## src/rtl/nonogram_grid_ctrl.sv

```systemverilog
// Nonogram player-input front end: synchronises raw buttons, moves a wrapping
// cursor with per-direction auto-repeat, and holds the painted/blocked bitmaps.
module nonogram_grid_ctrl #(
  parameter int GRID_W       = 10,
  parameter int GRID_H       = 10,
  parameter int REPEAT_DELAY = 25000000,
  parameter int REPEAT_RATE  = 5000000
) (
  input  logic                       clk,
  input  logic                       rst,
  input  logic                       btn_up,
  input  logic                       btn_down,
  input  logic                       btn_left,
  input  logic                       btn_right,
  input  logic                       btn_paint,
  input  logic                       btn_block,
  input  logic                       clr_grid,
  input  logic                       lock,
  output logic [3:0]                 sel_x,
  output logic [3:0]                 sel_y,
  output logic [GRID_W*GRID_H-1:0]   paint,
  output logic [GRID_W*GRID_H-1:0]   block,
  output logic                       edit_strobe
);

  localparam int CELLS = GRID_W * GRID_H;
  localparam int IDX_W = $clog2(CELLS);
  localparam int CNT_W = $clog2(REPEAT_DELAY + 1);

  localparam logic [CNT_W-1:0] CNT_FIRE   = CNT_W'(REPEAT_DELAY - 1);
  localparam logic [CNT_W-1:0] CNT_RELOAD = CNT_W'(REPEAT_DELAY - REPEAT_RATE);
  localparam logic [3:0]       X_MAX      = 4'(GRID_W - 1);
  localparam logic [3:0]       Y_MAX      = 4'(GRID_H - 1);

  localparam int BTN_UP    = 0;
  localparam int BTN_DOWN  = 1;
  localparam int BTN_LEFT  = 2;
  localparam int BTN_RIGHT = 3;
  localparam int BTN_PAINT = 4;
  localparam int BTN_BLOCK = 5;

  logic [5:0] btn_raw;
  logic [5:0] sync1_q, sync2_q, prev_q;
  logic [5:0] btn_edge;

  logic [CNT_W-1:0] rpt_cnt_q [4];
  logic [CNT_W-1:0] rpt_cnt_d [4];
  logic [3:0]       move_req;

  logic [3:0]       sel_x_q, sel_x_d;
  logic [3:0]       sel_y_q, sel_y_d;
  logic [CELLS-1:0] paint_q, paint_d;
  logic [CELLS-1:0] block_q, block_d;
  logic             strobe_q, strobe_d;

  logic [IDX_W-1:0] cell_idx;
  logic             paint_ev, block_ev;

  assign btn_raw = {btn_block, btn_paint, btn_right, btn_left, btn_down, btn_up};

  // NOTE: sequential state uses non-blocking assignments so every flop samples
  // the pre-edge value of its neighbours; blocking here would collapse the
  // synchroniser chain into a single stage.
  always_ff @(posedge clk or posedge rst) begin
    if (rst) begin
      sync1_q <= '0;
      sync2_q <= '0;
      prev_q  <= '0;
    end else begin
      sync1_q <= btn_raw;
      sync2_q <= sync1_q;
      prev_q  <= sync2_q;
    end
  end

  assign btn_edge = sync2_q & ~prev_q;

  // Auto-repeat: a fresh edge restarts the count; holding reaches CNT_FIRE
  // after REPEAT_DELAY cycles, then the reload spaces later moves by REPEAT_RATE.
  // NOTE: every always_comb output gets a default before any branch, otherwise
  // an unassigned path infers a latch.
  always_comb begin
    for (int d = 0; d < 4; d++) begin
      rpt_cnt_d[d] = '0;
      move_req[d]  = 1'b0;
      if (btn_edge[d]) begin
        move_req[d] = 1'b1;
      end else if (sync2_q[d]) begin
        if (rpt_cnt_q[d] == CNT_FIRE) begin
          move_req[d]  = 1'b1;
          rpt_cnt_d[d] = CNT_RELOAD;
        end else begin
          rpt_cnt_d[d] = rpt_cnt_q[d] + CNT_W'(1);
        end
      end
      if (clr_grid) rpt_cnt_d[d] = '0;
    end
  end

  always_comb begin
    sel_x_d = sel_x_q;
    sel_y_d = sel_y_q;
    if (clr_grid) begin
      sel_x_d = 4'd0;
      sel_y_d = 4'd0;
    end else if (move_req[BTN_UP]) begin
      sel_y_d = (sel_y_q == 4'd0) ? Y_MAX : sel_y_q - 4'd1;
    end else if (move_req[BTN_DOWN]) begin
      sel_y_d = (sel_y_q == Y_MAX) ? 4'd0 : sel_y_q + 4'd1;
    end else if (move_req[BTN_LEFT]) begin
      sel_x_d = (sel_x_q == 4'd0) ? X_MAX : sel_x_q - 4'd1;
    end else if (move_req[BTN_RIGHT]) begin
      sel_x_d = (sel_x_q == X_MAX) ? 4'd0 : sel_x_q + 4'd1;
    end
  end

  // Edits always target the pre-move cursor cell.
  assign cell_idx = IDX_W'(sel_y_q) * IDX_W'(GRID_W) + IDX_W'(sel_x_q);
  assign paint_ev = btn_edge[BTN_PAINT] & ~btn_edge[BTN_BLOCK] & ~lock;
  assign block_ev = btn_edge[BTN_BLOCK] & ~btn_edge[BTN_PAINT] & ~lock;

  // A cell marked one way ignores the other toggle, keeping paint & block disjoint.
  always_comb begin
    paint_d = paint_q;
    block_d = block_q;
    if (clr_grid) begin
      paint_d = '0;
      block_d = '0;
    end else begin
      if (paint_ev && !block_q[cell_idx]) paint_d[cell_idx] = ~paint_q[cell_idx];
      if (block_ev && !paint_q[cell_idx]) block_d[cell_idx] = ~block_q[cell_idx];
    end
  end

  assign strobe_d = (paint_d != paint_q) || (block_d != block_q);

  always_ff @(posedge clk or posedge rst) begin
    if (rst) begin
      for (int d = 0; d < 4; d++) rpt_cnt_q[d] <= '0;
      sel_x_q  <= 4'd0;
      sel_y_q  <= 4'd0;
      paint_q  <= '0;
      block_q  <= '0;
      strobe_q <= 1'b0;
    end else begin
      for (int d = 0; d < 4; d++) rpt_cnt_q[d] <= rpt_cnt_d[d];
      sel_x_q  <= sel_x_d;
      sel_y_q  <= sel_y_d;
      paint_q  <= paint_d;
      block_q  <= block_d;
      strobe_q <= strobe_d;
    end
  end

  assign sel_x       = sel_x_q;
  assign sel_y       = sel_y_q;
  assign paint       = paint_q;
  assign block       = block_q;
  assign edit_strobe = strobe_q;

endmodule
```

## config.mk

```make
export PLATFORM = sky130hd
export DESIGN_NAME = nonogram_grid_ctrl
export DESIGN_NICKNAME = d
export VERILOG_FILES = /design/src/rtl/nonogram_grid_ctrl.sv
export SDC_FILE = /design/constraint.sdc
export NUM_CORES = 1
export LEC_CHECK = 0
export ABC_AREA = 1
export CAP_MARGIN = 5
export CORE_MARGIN = 4
export CORE_UTILIZATION = 59
export DETAILED_ROUTE_END_ITERATION = 16
export PLACE_DENSITY = 0.81
export SYNTH_ARGS = -nofsm -noshare
export SYNTH_HDL_FRONTEND = slang
export SYNTH_SLANG_ARGS = --single-unit
```

## constraint.sdc

```tcl
create_clock -name clk -period 14.76 [get_ports clk]
set_clock_uncertainty 0.1 [all_clocks]
set_input_delay 4.428 -clock clk [delete_from_list [all_inputs] [get_ports clk]]
set_output_delay 4.428 -clock clk [all_outputs]
set_load 0.01 [all_outputs]
```

# After elaboration in Yosys (flattened, before gate mapping)
# Index checks and enable logic that the tools add are counted.
[totals]
wordCells = 108
ff_bits = 327
out_inout_bits = 209
inputBits = 10
[op_classes]
order_cmp = 2
multipliers = 1
reduce_logical = 11
muxes = 52
add_sub_neg = 9
bitwise_logic = 11
n_eq_ne = 10
[ops]
columns = ["cell", "n"]
rows = [
  ["100-bit two-way mux", 4],
  ["25-bit two-way mux", 16],
  ["100-bit bitwise mux", 2],
  ["100-bit inequality test", 2],
  ["25-bit by 1-bit adder with 25-bit output (second input constant)", 4],
  ["25-bit == test (second input constant)", 4],
  ["4-bit two-way mux", 12],
  ["1-bit two-way mux", 15],
  ["1-bit binary-select mux with 7-bit select", 2],
  ["4-bit by 1-bit adder with 4-bit output (second input constant)", 2],
  ["4-bit == test (second input constant)", 2],
  ["4-bit logical NOT", 2],
  ["7-bit by 8-bit less-than comparator with 1-bit output (second input constant)", 1],
  ["4-bit by 1-bit subtractor with 4-bit output (second input constant)", 2],
  ["7-bit by 4-bit adder with 7-bit output", 1],
  ["1-bit demux with 7-bit select", 1],
  ["7-bit by 1-bit >= comparator with 1-bit output (second input constant)", 1],
  ["6-bit AND", 1],
  ["4-bit by 3-bit multiplier with 6-bit output (second input constant)", 1],
  ["6-bit inverter", 1],
  ["3-bit nonzero test", 2],
  ["1-bit inverter", 5],
  ["1-bit AND", 4],
  ["2-bit inequality test (second input constant)", 2],
  ["other kinds (4)", 7],
]

# Longest topological paths before layout
[depth]
word_depth = 11
depth_mapped = 29
depth_no_buf = 27

# Worst setup path after synthesis
# Ideal clock, no wire load.
[synth_timing]
kind = "in2reg"
from = "in lock"
to = "reg strobe_q, in the netlist edit_strobe"
t_arrival_ps = 6322
setup_slack_ps = 8219
cell_stages = 15
path_buffers = 1
required_time_ps = 14541
cell_sequence = "nor4_1 -> clkbuf_1 -> nand3_1 -> nand2_1 -> nand3_1 -> nand2_1 -> nand2_1 -> nor2_1 -> nand2_1 -> nor2_1 -> nand2_1 -> nor2_1 -> nand2_1 -> nor2_1 -> nand2_1"
[synth_between]
elab_chain_cells = 7
word_cells_on_any_way = 12
cone_classes = "eq/ne: 2; mux: 4; bitwise: 3; reduce/logical: 3"
[synth_rtl]
columns = ["item", "line", "rtl"]
rows = [
  ["from (decl)", "18", "input logic lock,"],
  ["1-bit inverter *", "119, 120", ""],
  ["1-bit AND (on tied branches)", "119, 120", ""],
  ["1-bit logical AND (on tied branches)", "130, 131", ""],
  ["100-bit two-way mux (on tied branches)", "130, 131", ""],
  ["100-bit two-way mux", "126", "if (clr_grid) begin"],
  ["100-bit inequality test", "135", "assign strobe_d = (paint_d != paint_q) || (block_d != block_q);"],
  ["1-bit logical OR *", "135", ""],
  ["named net strobe_d", "54", "logic strobe_q, strobe_d;"],
  ["to (signal assigned)", "151", "strobe_q <= strobe_d;"],
  ["to (decl)", "54", ""],
]
# Mark *: on every way through the listed nets, which the timed path passes. The rest lies on a longest branch.
# A chain may end at the register's enable or synchronous reset.

==> impl_metrics.yaml <==
floorplan:
  dieArea_sq_mm: 0.0431
  die_w_um: 208
  ios: 219
  rows: 72
  start_util_pct: 60.3
  die_h_um: 208
  core_sq_mm: 0.0390
route:
  ant_nets: 0
  drtIter0Drc: 3523
  routed-via-count: 26100
  vias_per_cell: 5.80
  wl_per_cell_um: 18.4
  wl_um: 83100
  drc: 0
  dr.pass1.iters: 6
worst_setup_path:
  path_class: "primary input to register"
  cp_data_arrival_time_ps: 8510
  cp_max_fo: 104
  critical_path.top_delay_family: "buffers and inverters"
  worstPathRequired_ps: 15180
  r2r-start: "sel_y[0]"
  r2r_cells: 24
  end_kind: "register"
  r2r-end: "edit_strobe"
  slowest_delay_ps: 820
  start_kind: "primary input"
  crit_buf_inv: 4
  crit_path_cell_trace: "clkdlybuf4s50_1 -> inv_8 -> buf_4 -> nand3_1 -> nor2_1 -> clkinv_1 -> a21oi_1 -> o21a_1"
  crit_path_top_delay_cell: "clkdlybuf4s50_1"
  r2r_slack_ps: 8270
job:
  max_cap_viol_count: 0
synthesis:
  syn_inst: 3844
  synth_nets: 3875
  synth.ff_latch_count: 327
  syn-cell-area_sq_mm: 0.0235
  yosys_warnings: 0
  synth-edff-count: 0
  seq_area_frac_synth_pct: 34.8
  synth.distinct_cells: 45
  synthFlopType: "dfrtp_1"
  async_flop_share_pct: 100
  avgSynthCellArea_sq_um: 6.12
worst_hold_path:
  holdCritStartpoint: "sync1_q[3]"
  hold_class: "register to register"
  hold_end: "sync2_q[3]"
  min_delay_path_depth: 0
power_and_ir_drop:
  p_leak_nw: 12.6
  seqPwrFrac_pct: 38.8
  switching_power_mw: 0.764
  power_density_mw_per_mm2: 87.7
  combPwrFrac_pct: 16.4
  swShare_pct: 31.9
  p_clk_share_pct: 44.8
  ir_worst_vdd_mv: 0.117
  p_int_mw: 1.63
global_routing:
  grt_max_degree: 187
  grt_pass1_wl_um: 130000
  antenna_found_initial: 1
  grt_overflow: 0
  first_global_vias: 23700
  gr-usage-all-layers_pct: 37.1
clock_tree:
  cts_tree: "done"
  ctsHtreeMaxLevel: 2
  cts_resized: 0
  ctsHoldBuffers: 0
  clk_path_buf_depth: 3
  clk_pin_slew_ps: 60
  post_cts_buffers: 0
  cts_inserted_buffers: 41
  cts.sinks: 327
  worstSkewPairLatency_ps: 580
  cts_root_buffer: "clkbuf_16"
sta:
  rsz0062_at_grt: "no"
  fmax_mhz: 124
  slew_viol_final: 0
  slew_headroom_pct: 25.2
  worst_pin_slew_ps: 1120
  setup_slack_ps: 6670
  hold_viol_final: 0
  tns_ps: 0
  setup_viol: 0
  finalWorstPathRequiredPeriod_ps: 8090
  min_period_over_period_pct: 54.8
placed_design:
  portBuffers: 218
  hpwl_um: 58000
  globalplace.congestion: 1.00
  place_ws_ps: 6220
  placed_cells: 4436
layout:
  multi_input_area_sq_mm: 0.0122
  nets: 3992
  n_fill_cell: 3457
  diodes: 0
  syn_to_final_growth_pct: 15.9
  final-seq-area_sq_mm: 0.00819
  drive_above_1_share_pct: 2.93
  final_cells: 4510
status:
  outcome: "finished clean"
-- power groups by stage --
stage,registers (mW),clock network (mW),logic [mW]
2_1_floorplan,0.935,0,0.230
3_3_place_gp,0.943,0,0.369
3_5_place_dp,0.942,0,0.370
4_1_cts,0.927,1.08,0.372
5_1_grt,0.928,1.12,0.409
6_report,0.928,1.07,0.392
-- registers in the layout, indices dropped and copies added, names as in the netlist, 4 cells and up --
name       cells
block        100
paint        100
rpt_cnt_q    100
prev_q         6
sync1_q        6
sync2_q        6
sel_x          4
sel_y          4
-- per-layer routing --
layer  up-vias  global-route usage, %  wire [um]
li1      12300                      -          -
met1     11800                   49.7      32000
met2      1661                   56.7      36000
met3       307                   9.28      10200
met4         2                   17.8       4840
met5         -                      0          7
-- per-stage QoR --
step	utilization (%)	total power, mW	cell area, sq um	hold WS [ps]
2_1_floorplan	-	1.16	23500	231
3_3_place_gp	66.3	1.31	25900	232
3_5_place_dp	66.3	1.31	25900	236
4_1_cts	69.9	2.38	27300	248
5_1_grt	69.9	2.46	27300	250
6_report	69.9	2.39	27300	247
-- final cells by class --
cell class | instances | share of cell area [%]
clock buffer | 55 | 4.18
clock inverter | 19 | 0.959
inverter | 640 | 8.87
multi-input combinational | 2709 | 44.9
sequential | 327 | 30.0
tap | 518 | 2.38
timing repair buffer | 242 | 8.71
-- worst register-to-register path, delay by kind of cell (launching register included) --
| kind | cells | cell delay, ps |
|---|---|---|
| buffers and inverters | 4 | 2180 |
| flip-flops | 1 | 540 |
| AND/OR/NAND/NOR | 16 | 2380 |
| adder cells (fa/ha/maj) | 2 | 750 |
| AO/OA/AOI/OAI | 2 | 460 |
-- worst max-delay path by stage --
stage | startpoint | to | slack [ps] | cells past startpoint
2_1_floorplan | rst | block[0] | 1180 | 1
3_3_place_gp | clr_grid | rpt_cnt_q[87] | 6300 | 8
3_5_place_dp | clr_grid | rpt_cnt_q[87] | 6220 | 8
4_1_cts | clr_grid | rpt_cnt_q[87] | 6810 | 8
5_1_grt | clr_grid | rpt_cnt_q[87] | 6420 | 8
6_report | clr_grid | rpt_cnt_q[87] | 6670 | 8
-- cells in the mapped netlist (2+ instances only) --
cell | count | area (sq um)
dfrtp_1 | 327 | 8180
nand2_1 | 1290 | 4840
nand3b_1 | 2 | 15.0
o22ai_1 | 5 | 31.3
ha_1 | 19 | 238
or2_2 | 9 | 56.3
buf_4 | 9 | 67.6
nor3b_1 | 14 | 105
a21oi_1 | 190 | 951
nor3_1 | 50 | 250
xnor2_1 | 12 | 105
inv_1 | 634 | 2380
clkbuf_1 | 76 | 285
o211ai_1 | 2 | 15.0
buf_1 | 24 | 90.1
o32ai_1 | 2 | 17.5
a21boi_0 | 2 | 15.0
clkinv_1 | 3 | 11.3
nand3_1 | 174 | 871
nand4_1 | 276 | 1730
buf_2 | 58 | 290
fa_1 | 2 | 40.0
inv_2 | 3 | 11.3
a31oi_1 | 9 | 56.3
and3_1 | 5 | 31.3
o21ai_1 | 33 | 165
o21ai_0 | 68 | 340
o21a_1 | 5 | 37.5
xor2_1 | 28 | 245
nor2_1 | 476 | 1790
nor4_1 | 23 | 144
-- cells by family after synthesis --
kind of cell	synth area share, %
AO/OA/AOI/OAI	7.24
adder cells (fa/ha/maj)	1.18
XOR/XNOR	1.49
AND/OR/NAND/NOR	41.9
flip-flops	34.8
buffers and inverters	13.4
-- layout by cell type (no fill, tap or decap), types with 5 or more instances in the layout --
cell type	count
clkbuf_8	6
inv_1	632
dfrtp_1	326
nand2_1	1286
bufinv_16	6
clkbuf_16	41
o21ai_0	68
or2_2	9
clkdlybuf4s50_1	218
and3_1	5
o21a_1	5
nor3_1	50
nand3_1	174
o22ai_1	5
nor2_1	474
nor3b_1	14
a31oi_1	9
o21ai_1	33
clkinv_2	8
nand4_1	276
clkbuf_1	8
a21oi_1	190
xnor2_1	12
buf_4	23
nor4_1	22
ha_1	18
xor2_1	28
Power figures use the tool's default switching activity.
